## config.mk

```make
export PLATFORM = sky130hd
export DESIGN_NAME = wt_cache
export DESIGN_NICKNAME = d
export VERILOG_FILES = /design/src/rtl/lc3b_types.sv /design/src/rtl/wt_cache_array.sv /design/src/rtl/wt_cache.sv
export SDC_FILE = /design/constraint.sdc
export NUM_CORES = 1
export LEC_CHECK = 0
export CAP_MARGIN = 15
export CORE_MARGIN = 2
export CORE_UTILIZATION = 41
export DETAILED_ROUTE_END_ITERATION = 10
export SYNTH_ARGS = -nofsm -noshare
export SYNTH_HDL_FRONTEND = slang
export SYNTH_SLANG_ARGS = --single-unit
```

## constraint.sdc

```tcl
create_clock -name clk -period 4.8 [get_ports clk]
set_input_delay 0.48 -clock clk [delete_from_list [all_inputs] [get_ports clk]]
set_output_delay 0.48 -clock clk [all_outputs]
set_load 0.03 [all_outputs]
```

## src/rtl/lc3b_types.sv

```systemverilog
// lc3b_types: shared LC-3b word/mask types plus cache line type, offset width and cache FSM states.
package lc3b_types;
  typedef logic [15:0] lc3b_word;
  typedef logic [1:0] lc3b_mem_wmask;
  typedef logic [127:0] lc3b_cache_line;
  localparam int CACHE_OFFSET_W = 4;
  typedef enum logic [1:0] {IDLE, FILL, WRITE} wt_state_e;
endpackage

```

## src/rtl/wt_cache_array.sv

```systemverilog
// wt_cache_array: direct-mapped valid/tag/data storage; only valid bits are cleared by rst.
module wt_cache_array import lc3b_types::*; #(
  parameter int NUM_SETS = 8,
  parameter int IDX_W = 3,
  parameter int TAG_W = 9
) (
  input  logic                 clk,
  input  logic                 rst,
  input  logic [IDX_W-1:0]     index,
  input  logic                 fill,
  input  logic [TAG_W-1:0]     fill_tag,
  input  logic [127:0]         fill_line,
  input  logic                 wr_word,
  input  logic [2:0]           word_sel,
  input  logic [15:0]          wdata,
  input  logic [1:0]           wmask,
  output logic                 valid,
  output logic [TAG_W-1:0]     tag,
  output logic [127:0]         line
);
  logic [NUM_SETS-1:0] valid_q;
  logic [TAG_W-1:0] tags [NUM_SETS];
  lc3b_cache_line data [NUM_SETS];
  always_ff @(posedge clk or posedge rst)
    if (rst) valid_q <= '0;
    else if (fill) valid_q[index] <= 1'b1;
  always_ff @(posedge clk)
    if (fill) begin
      tags[index] <= fill_tag;
      data[index] <= fill_line;
    end else if (wr_word) begin
      for (int b = 0; b < 2; b++)
        if (wmask[b]) data[index][{word_sel, b[0], 3'b000} +: 8] <= wdata[b*8 +: 8];
    end
  assign valid = valid_q[index];
  assign tag = tags[index];
  assign line = data[index];
endmodule

```

## src/rtl/wt_cache.sv

```systemverilog
// wt_cache: direct-mapped write-through, no-allocate cache for the LC-3b memory port.
// Define WT_CACHE_STATS_EN to add saturating hit_count/miss_count outputs.
module wt_cache import lc3b_types::*; #(
  parameter int NUM_SETS = 8
) (
  input  logic         clk,
  input  logic         rst,
  input  logic [15:0]  mem_address,
  input  logic         mem_read,
  input  logic         mem_write,
  input  logic [1:0]   mem_byte_enable,
  input  logic [15:0]  mem_wdata,
  output logic [15:0]  mem_rdata,
  output logic         mem_resp,
  output logic [15:0]  pmem_address,
  output logic         pmem_read,
  output logic         pmem_write,
  output logic [15:0]  pmem_wdata,
  output logic [1:0]   pmem_byte_enable,
  input  logic [127:0] pmem_rdata,
`ifdef WT_CACHE_STATS_EN
  input  logic         pmem_resp,
  output logic [15:0]  hit_count,
  output logic [15:0]  miss_count
`else
  input  logic         pmem_resp
`endif
);
  localparam int IDX_W = $clog2(NUM_SETS);
  localparam int TAG_W = 16 - CACHE_OFFSET_W - IDX_W;
  wt_state_e state;
  logic valid, hit, rd_hit, rd_miss;
  logic [TAG_W-1:0] tag;
  lc3b_cache_line line;
  lc3b_word word;
  wt_cache_array #(.NUM_SETS(NUM_SETS), .IDX_W(IDX_W), .TAG_W(TAG_W)) u_array (
    .clk(clk),
    .rst(rst),
    .index(mem_address[CACHE_OFFSET_W +: IDX_W]),
    .fill(state == FILL && pmem_resp),
    .fill_tag(mem_address[15 -: TAG_W]),
    .fill_line(pmem_rdata),
    .wr_word(state == WRITE && pmem_resp && hit),
    .word_sel(mem_address[3:1]),
    .wdata(mem_wdata),
    .wmask(mem_byte_enable),
    .valid(valid),
    .tag(tag),
    .line(line)
  );
  assign hit = valid && tag == mem_address[15 -: TAG_W];
  assign word = line[{mem_address[3:1], 4'b0000} +: 16];
  assign rd_hit = state == IDLE && mem_read && !mem_write && hit;
  assign rd_miss = state == IDLE && mem_read && !mem_write && !hit;
  always_ff @(posedge clk or posedge rst)
    if (rst) state <= IDLE;
    else state <= (state == IDLE) ? (mem_write ? WRITE : rd_miss ? FILL : IDLE)
                                  : (pmem_resp ? IDLE : state);
  always_comb begin
    mem_resp = rd_hit || (state == WRITE && pmem_resp);
    mem_rdata = rd_hit ? word : 16'h0000;
    pmem_read = state == FILL;
    pmem_write = state == WRITE;
    pmem_address = pmem_read ? {mem_address[15:4], 4'b0000} : pmem_write ? mem_address : 16'h0000;
    pmem_wdata = pmem_write ? mem_wdata : 16'h0000;
    pmem_byte_enable = pmem_write ? mem_byte_enable : 2'b00;
  end
`ifdef WT_CACHE_STATS_EN
  always_ff @(posedge clk or posedge rst)
    if (rst) begin
      hit_count <= '0;
      miss_count <= '0;
    end else begin
      if (rd_hit && hit_count != 16'hFFFF) hit_count <= hit_count + 16'd1;
      if (rd_miss && miss_count != 16'hFFFF) miss_count <= miss_count + 16'd1;
    end
`endif
endmodule

```

After elaboration in Yosys (flattened, before gate mapping)
Memories as Yosys holds them, arrays and structs flattened.
Cells that the tools add are included.
Widths: inputs -> output; s select.
- flip-flop bits (word level): 10
- bits in writable memories: 1096
- input port bits: 167
- memories: 2
- order comparisons: 2
- equality and inequality tests: 3
- mux-type cells: 279
- reduce and logical (&&, ||, !) cells: 14
- shifts and indexed selects: 5
- add/sub/neg operators: 2
- bitwise gates (word level): 257
- memory list (memory ; words ; bits a word ; read ports ; clocked after Yosys merged registers in ; wr ports ; RTL line ; source):
    u_array.data ; 8 ; 128 ; 1 ; 0 ; 1 ; wt_cache_array.sv:23 ; lc3b_cache_line data [NUM_SETS];
    u_array.tags ; 8 ; 9 ; 1 ; 0 ; 1 ; wt_cache_array.sv:22 ; logic [TAG_W-1:0] tags [NUM_SETS];
- operators with widths (operator ; count):
    $mux 1 ; 267
    $mux 128 ; 2
    $or 1x1->1 ; 256
    $shift 8x9->128 const A ; 2
    $shiftx 8x9->128 ; 2
    $shiftx 128x8->16 ; 1
    $mux 16 ; 4
    $neg 7->9 ; 2
    $eq 9x9->1 ; 1
    $logic_and 1x1->1 ; 9
    $mux 2 ; 4
    $or 8x8->8 ; 1
    $lt 3x4->1 const B ; 1
    $bmux 1 s3 ; 1
    $demux 1 s3 ; 1
    $ge 3x1->1 const B ; 1
    $eq 2x1->1 const B ; 1
    $eq 2x2->1 const B ; 1
    $logic_not 1->1 ; 2
    $logic_not 2->1 ; 1
    $reduce_bool 2->1 ; 1
    $logic_or 1x1->1 ; 1

Longest topological paths before layout
- depth in word-level cells: 9
- depth in mapped cells: 15
- gate-level depth less buffers: 9

Modules after synthesis
A second synthesis with hierarchy kept.
- cell total of the unflattened synthesis: 2198
- area, all modules: 45945.3 µm²
- by module, submodules not included (module ; times used ; cells an instance ; seq. area each (µm²) ; area an instance (µm²)):
    wt_cache_array ; 1 ; 2052 ; 33111.8 ; 44463.9
    wt_cache ; 1 ; 146 ; 50.0 ; 1481.4

Least setup slack after synthesis
Ideal clock, no wire load.
- path kind: input-to-output
- start point: input port mem_address[4]
- end point: output port mem_rdata[6]
- cell stages on the path: 13
- path slack: 291 ps
- data required time: 4320 ps
- data arrival time: 4029 ps
- buffers on the path: 8
- cells stage by stage: buf_6 -> buf_2 -> buf_6 -> buf_4 -> buf_4 -> nand3b_1 -> buf_2 -> buf_2 -> buf_1 -> o22ai_1 -> nor4_1 -> a211oi_1 -> a2111oi_0
- word-level cells in the longest chain between the ends: 5
- ends and longest elaborated chain (what ; RTL line ; source):
    start, declared ; wt_cache.sv:8 ; input logic [15:0] mem_address,
    parallel branches: the longest is 4 deep, another holds $mem_v2 8x128 ; -- ;
    $mux 16 * ; wt_cache.sv:61 ; mem_rdata = rd_hit ? word : 16'h0000;
    end, declared ; wt_cache.sv:13 ; output logic [15:0] mem_rdata,
Every way passes the cells marked *. The select of a mux whose other input is x is not followed.

Worst setup path after layout
- start point: input port mem_address[4]
- end point: output port mem_rdata[1]
The elaborated chain is that of the path after synthesis.

==> flow_metrics.py <==
metrics = {
    "power": {
        "power_w": 0.0215,
        "vdd_drop_max_mv": 0.347,
        "p_per_area_nw_per_um2": 391,
        "p_leak_nw": 18.4,
    },
    "placement": {
        "dp.final_hpwl_microns": 105000,
        "io_buffers": 219,
        "gp_congestion": 0.926,
        "placed_cells": 4613,
        "detailedPlace.worstSlack_ns": 0.0509,
    },
    "logic_synthesis": {
        "synth_ff_type": "edfxtp_1",
        "avgSynthCellArea_sq_um": 16.1,
        "ys_seq_area_share_pct": 72.7,
        "synth.distinct_cells": 71,
        "yosysWarnings": 0,
        "synthCells": 2841,
        "yosys.area.top_type": "edfxtp_1",
        "ys_ff_latch": 1106,
        "synth_edf_count": 1096,
        "synth.net_count": 3014,
        "synthesis.area_sq_um": 45600,
        "synthArstFlopShare_pct": 0.904,
        "synth_area_leaders": "edfxtp_1 (72%), mux2_2 (4.5%), o22ai_1 (3.1%), a21oi_1 (2.2%), mux4_2 (1.9%)",
        "synth_top_area_share_pct": 72.1,
    },
    "routing": {
        "routed-via-count": 30040,
        "drc_errors": 0,
        "wl_per_cell_microns": 32.6,
        "drt_iter0_markers": 4444,
        "ant_nets": 0,
        "first_pass_iters": 9,
        "vias_per_cell": 6.23,
        "totalWireLength_microns": 157000,
    },
    "worst_setup_path": {
        "worst-r2r-setup-slack_ns": 1.15,
        "r2r-start": "u_array.tags[7][7]$_DFFE_PP_",
        "crit_required_ns": 4.32,
        "cp-end-kind": "output port",
        "cp_max_fo": 50,
        "worstSetupPathType": "in2out",
        "crit_path_start": "mem_address[4]",
        "worstPathArrival_ns": 4.16,
        "cp-start-kind": "input pin",
    },
    "sta": {
        "fmax_mhz": 215,
        "final.min_clock_period_ns": 4.64,
        "skew_ns": 0.0345,
        "hold_viol_final": 0,
        "whs_ns": 0.118,
        "setup_slack_ns": 0.156,
        "setup_violations": 0,
        "slew_headroom_pct": 23.2,
        "slew_violations": 0,
        "setup-tns-final_ns": 0,
        "worstMarginPinSlew_ns": 1.15,
        "rsz0062_at_grt": "false",
        "finalCritPeriodShare_pct": 96.7,
    },
    "global_route": {
        "grt.total_usage_pct": 27.2,
        "global_route.usage.met1_pct": 37.6,
        "grt-busiest-layer": "met2",
        "grt_pass1_vias": 29315,
        "grt_util_met3_pct": 6.04,
        "grt_pass1_wl_microns": 219000,
        "antenna_found_initial": 13,
        "grt_max_degree": 82,
        "overflow": 0,
        "use_met2_pct": 42.0,
    },
    "floorplanning": {
        "start_util_pct": 41.3,
        "die_x_microns": 338,
        "num_rows": 122,
        "die-area_sq_um": 114000,
        "ios": 220,
        "die_y_microns": 338,
        "core_sq_um": 111000,
    },
    "finish": {
        "drive_gt1_share_pct": 23.1,
        "final_cell_count_no_fill": 4822,
        "mostFrequentLayoutCells": "edfxtp_1 (1096), buf_4 (266), o22ai_1 (226)",
        "nFillCells": 9253,
        "syn2layout_area_growth_pct": 20.4,
        "fin_nets": 3407,
        "final_common_cell": "edfxtp_1",
    },
    "flow_run": {
        "drv_cap": 0,
    },
    "worst_hold_path": {
        "hp-class": "in2async",
    },
    "cts": {
        "cts_setup_buffers": 0,
        "clock_latency_ns": 0.71,
        "clock-sinks": 1106,
        "clk_pin_slew_ns": 0.07,
        "ctsLongestPathBuffers": 3,
        "cts_buffers": 106,
        "cts_root_buffer": "clkbuf_16",
        "cts_tree": "yes",
        "cts_max_level": 3,
    },
    "outcome": {
        "outcome": "finished clean",
    },
}
==> sequential cells by signal (all words and copies together) (netlist names) <==
register and flops:
u_array.valid_q 8, u_array.tags 72, state 2, u_array.data 1024
==> metal layers <==
layer / up-vias / wire, microns
li1: 12284 / -
met1: 15410 / 61800
met2: 2052 / 72000
met3: 284 / 17400
met4: 10 / 5850
met5: - / 71
==> where the power goes <==
group | leakage [nW] | internal (W) | switching, W
Combinational | 6.61 | 0.000673 | 0.00129
Sequential | 9.99 | 0.0107 | 0.0000431
Clock | 1.77 | 0.00505 | 0.00370
Total | 18.4 | 0.0165 | 0.00503
==> kinds of logic (layout without fill, tap and decap cells) <==
family                   Yosys count  count (layout)  share of synthesized area (%)
adder cells (fa/ha/maj)            6               6                          0.164
other                              0               8                              0
AO/OA/AOI/OAI                    747             747                           10.5
XOR/XNOR                           6               6                          0.115
AND/OR/NAND/NOR                  396             396                           4.98
buffers and inverters            253             738                           2.53
flip-flops                      1106            1106                           72.7
multiplexers                     327             327                           9.03
==> critical path, stage by stage <==
cell       delay (ns)
buf_8            0.38
buf_4            0.41
or3b_2           0.54
buf_4            0.38
o22ai_1          0.11
or4_1            0.49
a21oi_1          0.22
nor3_1           0.08
a2111oi_1        0.63
buf_4            0.24
buf_12           0.11
==> layout make-up <==
class | instances | area [sq um] | share of cell area [%]
Inverter | 35 | 133 | 0.241
Timing Repair Buffer | 503 | 4750 | 8.64
Antenna cell | 8 | 20.0 | 0.0364
Clock inverter | 71 | 871 | 1.59
Multi-Input combinational cell | 1482 | 11400 | 20.7
Tap cell | 1488 | 1860 | 3.39
Sequential cell | 1106 | 33200 | 60.4
Clock buffer | 129 | 2770 | 5.04
==> cells in the mapped netlist, types with 11 or more instances <==
library cell / number
buf_2: 36
mux2_2: 184
o22ai_1: 226
o221ai_1: 52
buf_6: 16
nor2_1: 102
nand3_1: 16
o22a_1: 11
or2_2: 13
mux2_4: 26
a21oi_1: 203
a221oi_1: 15
a211oi_1: 31
and3_1: 29
a2bb2oi_1: 24
or3_1: 15
nor2b_1: 17
and2_1: 35
buf_1: 28
inv_1: 32
nand2_1: 60
mux2i_1: 78
edfxtp_1: 1096
nor4_1: 24
clkbuf_1: 131
nor3_1: 27
mux4_2: 39
o21ai_0: 96
==> path summary, 6_finish.rpt <==
kind	end	cells past startpoint
max	mem_rdata[1]	11
min	state[1]$_DFFE_PP0P_	2
max reg2reg	u_array.data[4][24]$_DFFE_PP_	8
min reg2reg	u_array.valid_q[6]$_DFFE_PP0P_	1
max in group asynchronous	u_array.valid_q[5]$_DFFE_PP0P_	2
min in group clk	state[1]$_DFFE_PP0P_	3
==> through the flow <==
step	util, %	instance area, sq um
3_3_place_gp	46.4	51300
3_5_place_dp	46.4	51300
5_1_grt	49.7	54900
2_1_floorplan	-	45600
4_1_cts	49.7	54900
6_report	49.7	54900
==> what timing repair did <==
action | CTS | global route
gates resized for setup | 0 | 1
endpoints found under the setup margin | 0 | 1
hold buffers | 0 | 0
hold endpoints to repair | 0 | 0
(Power assumes the default switching activity.)
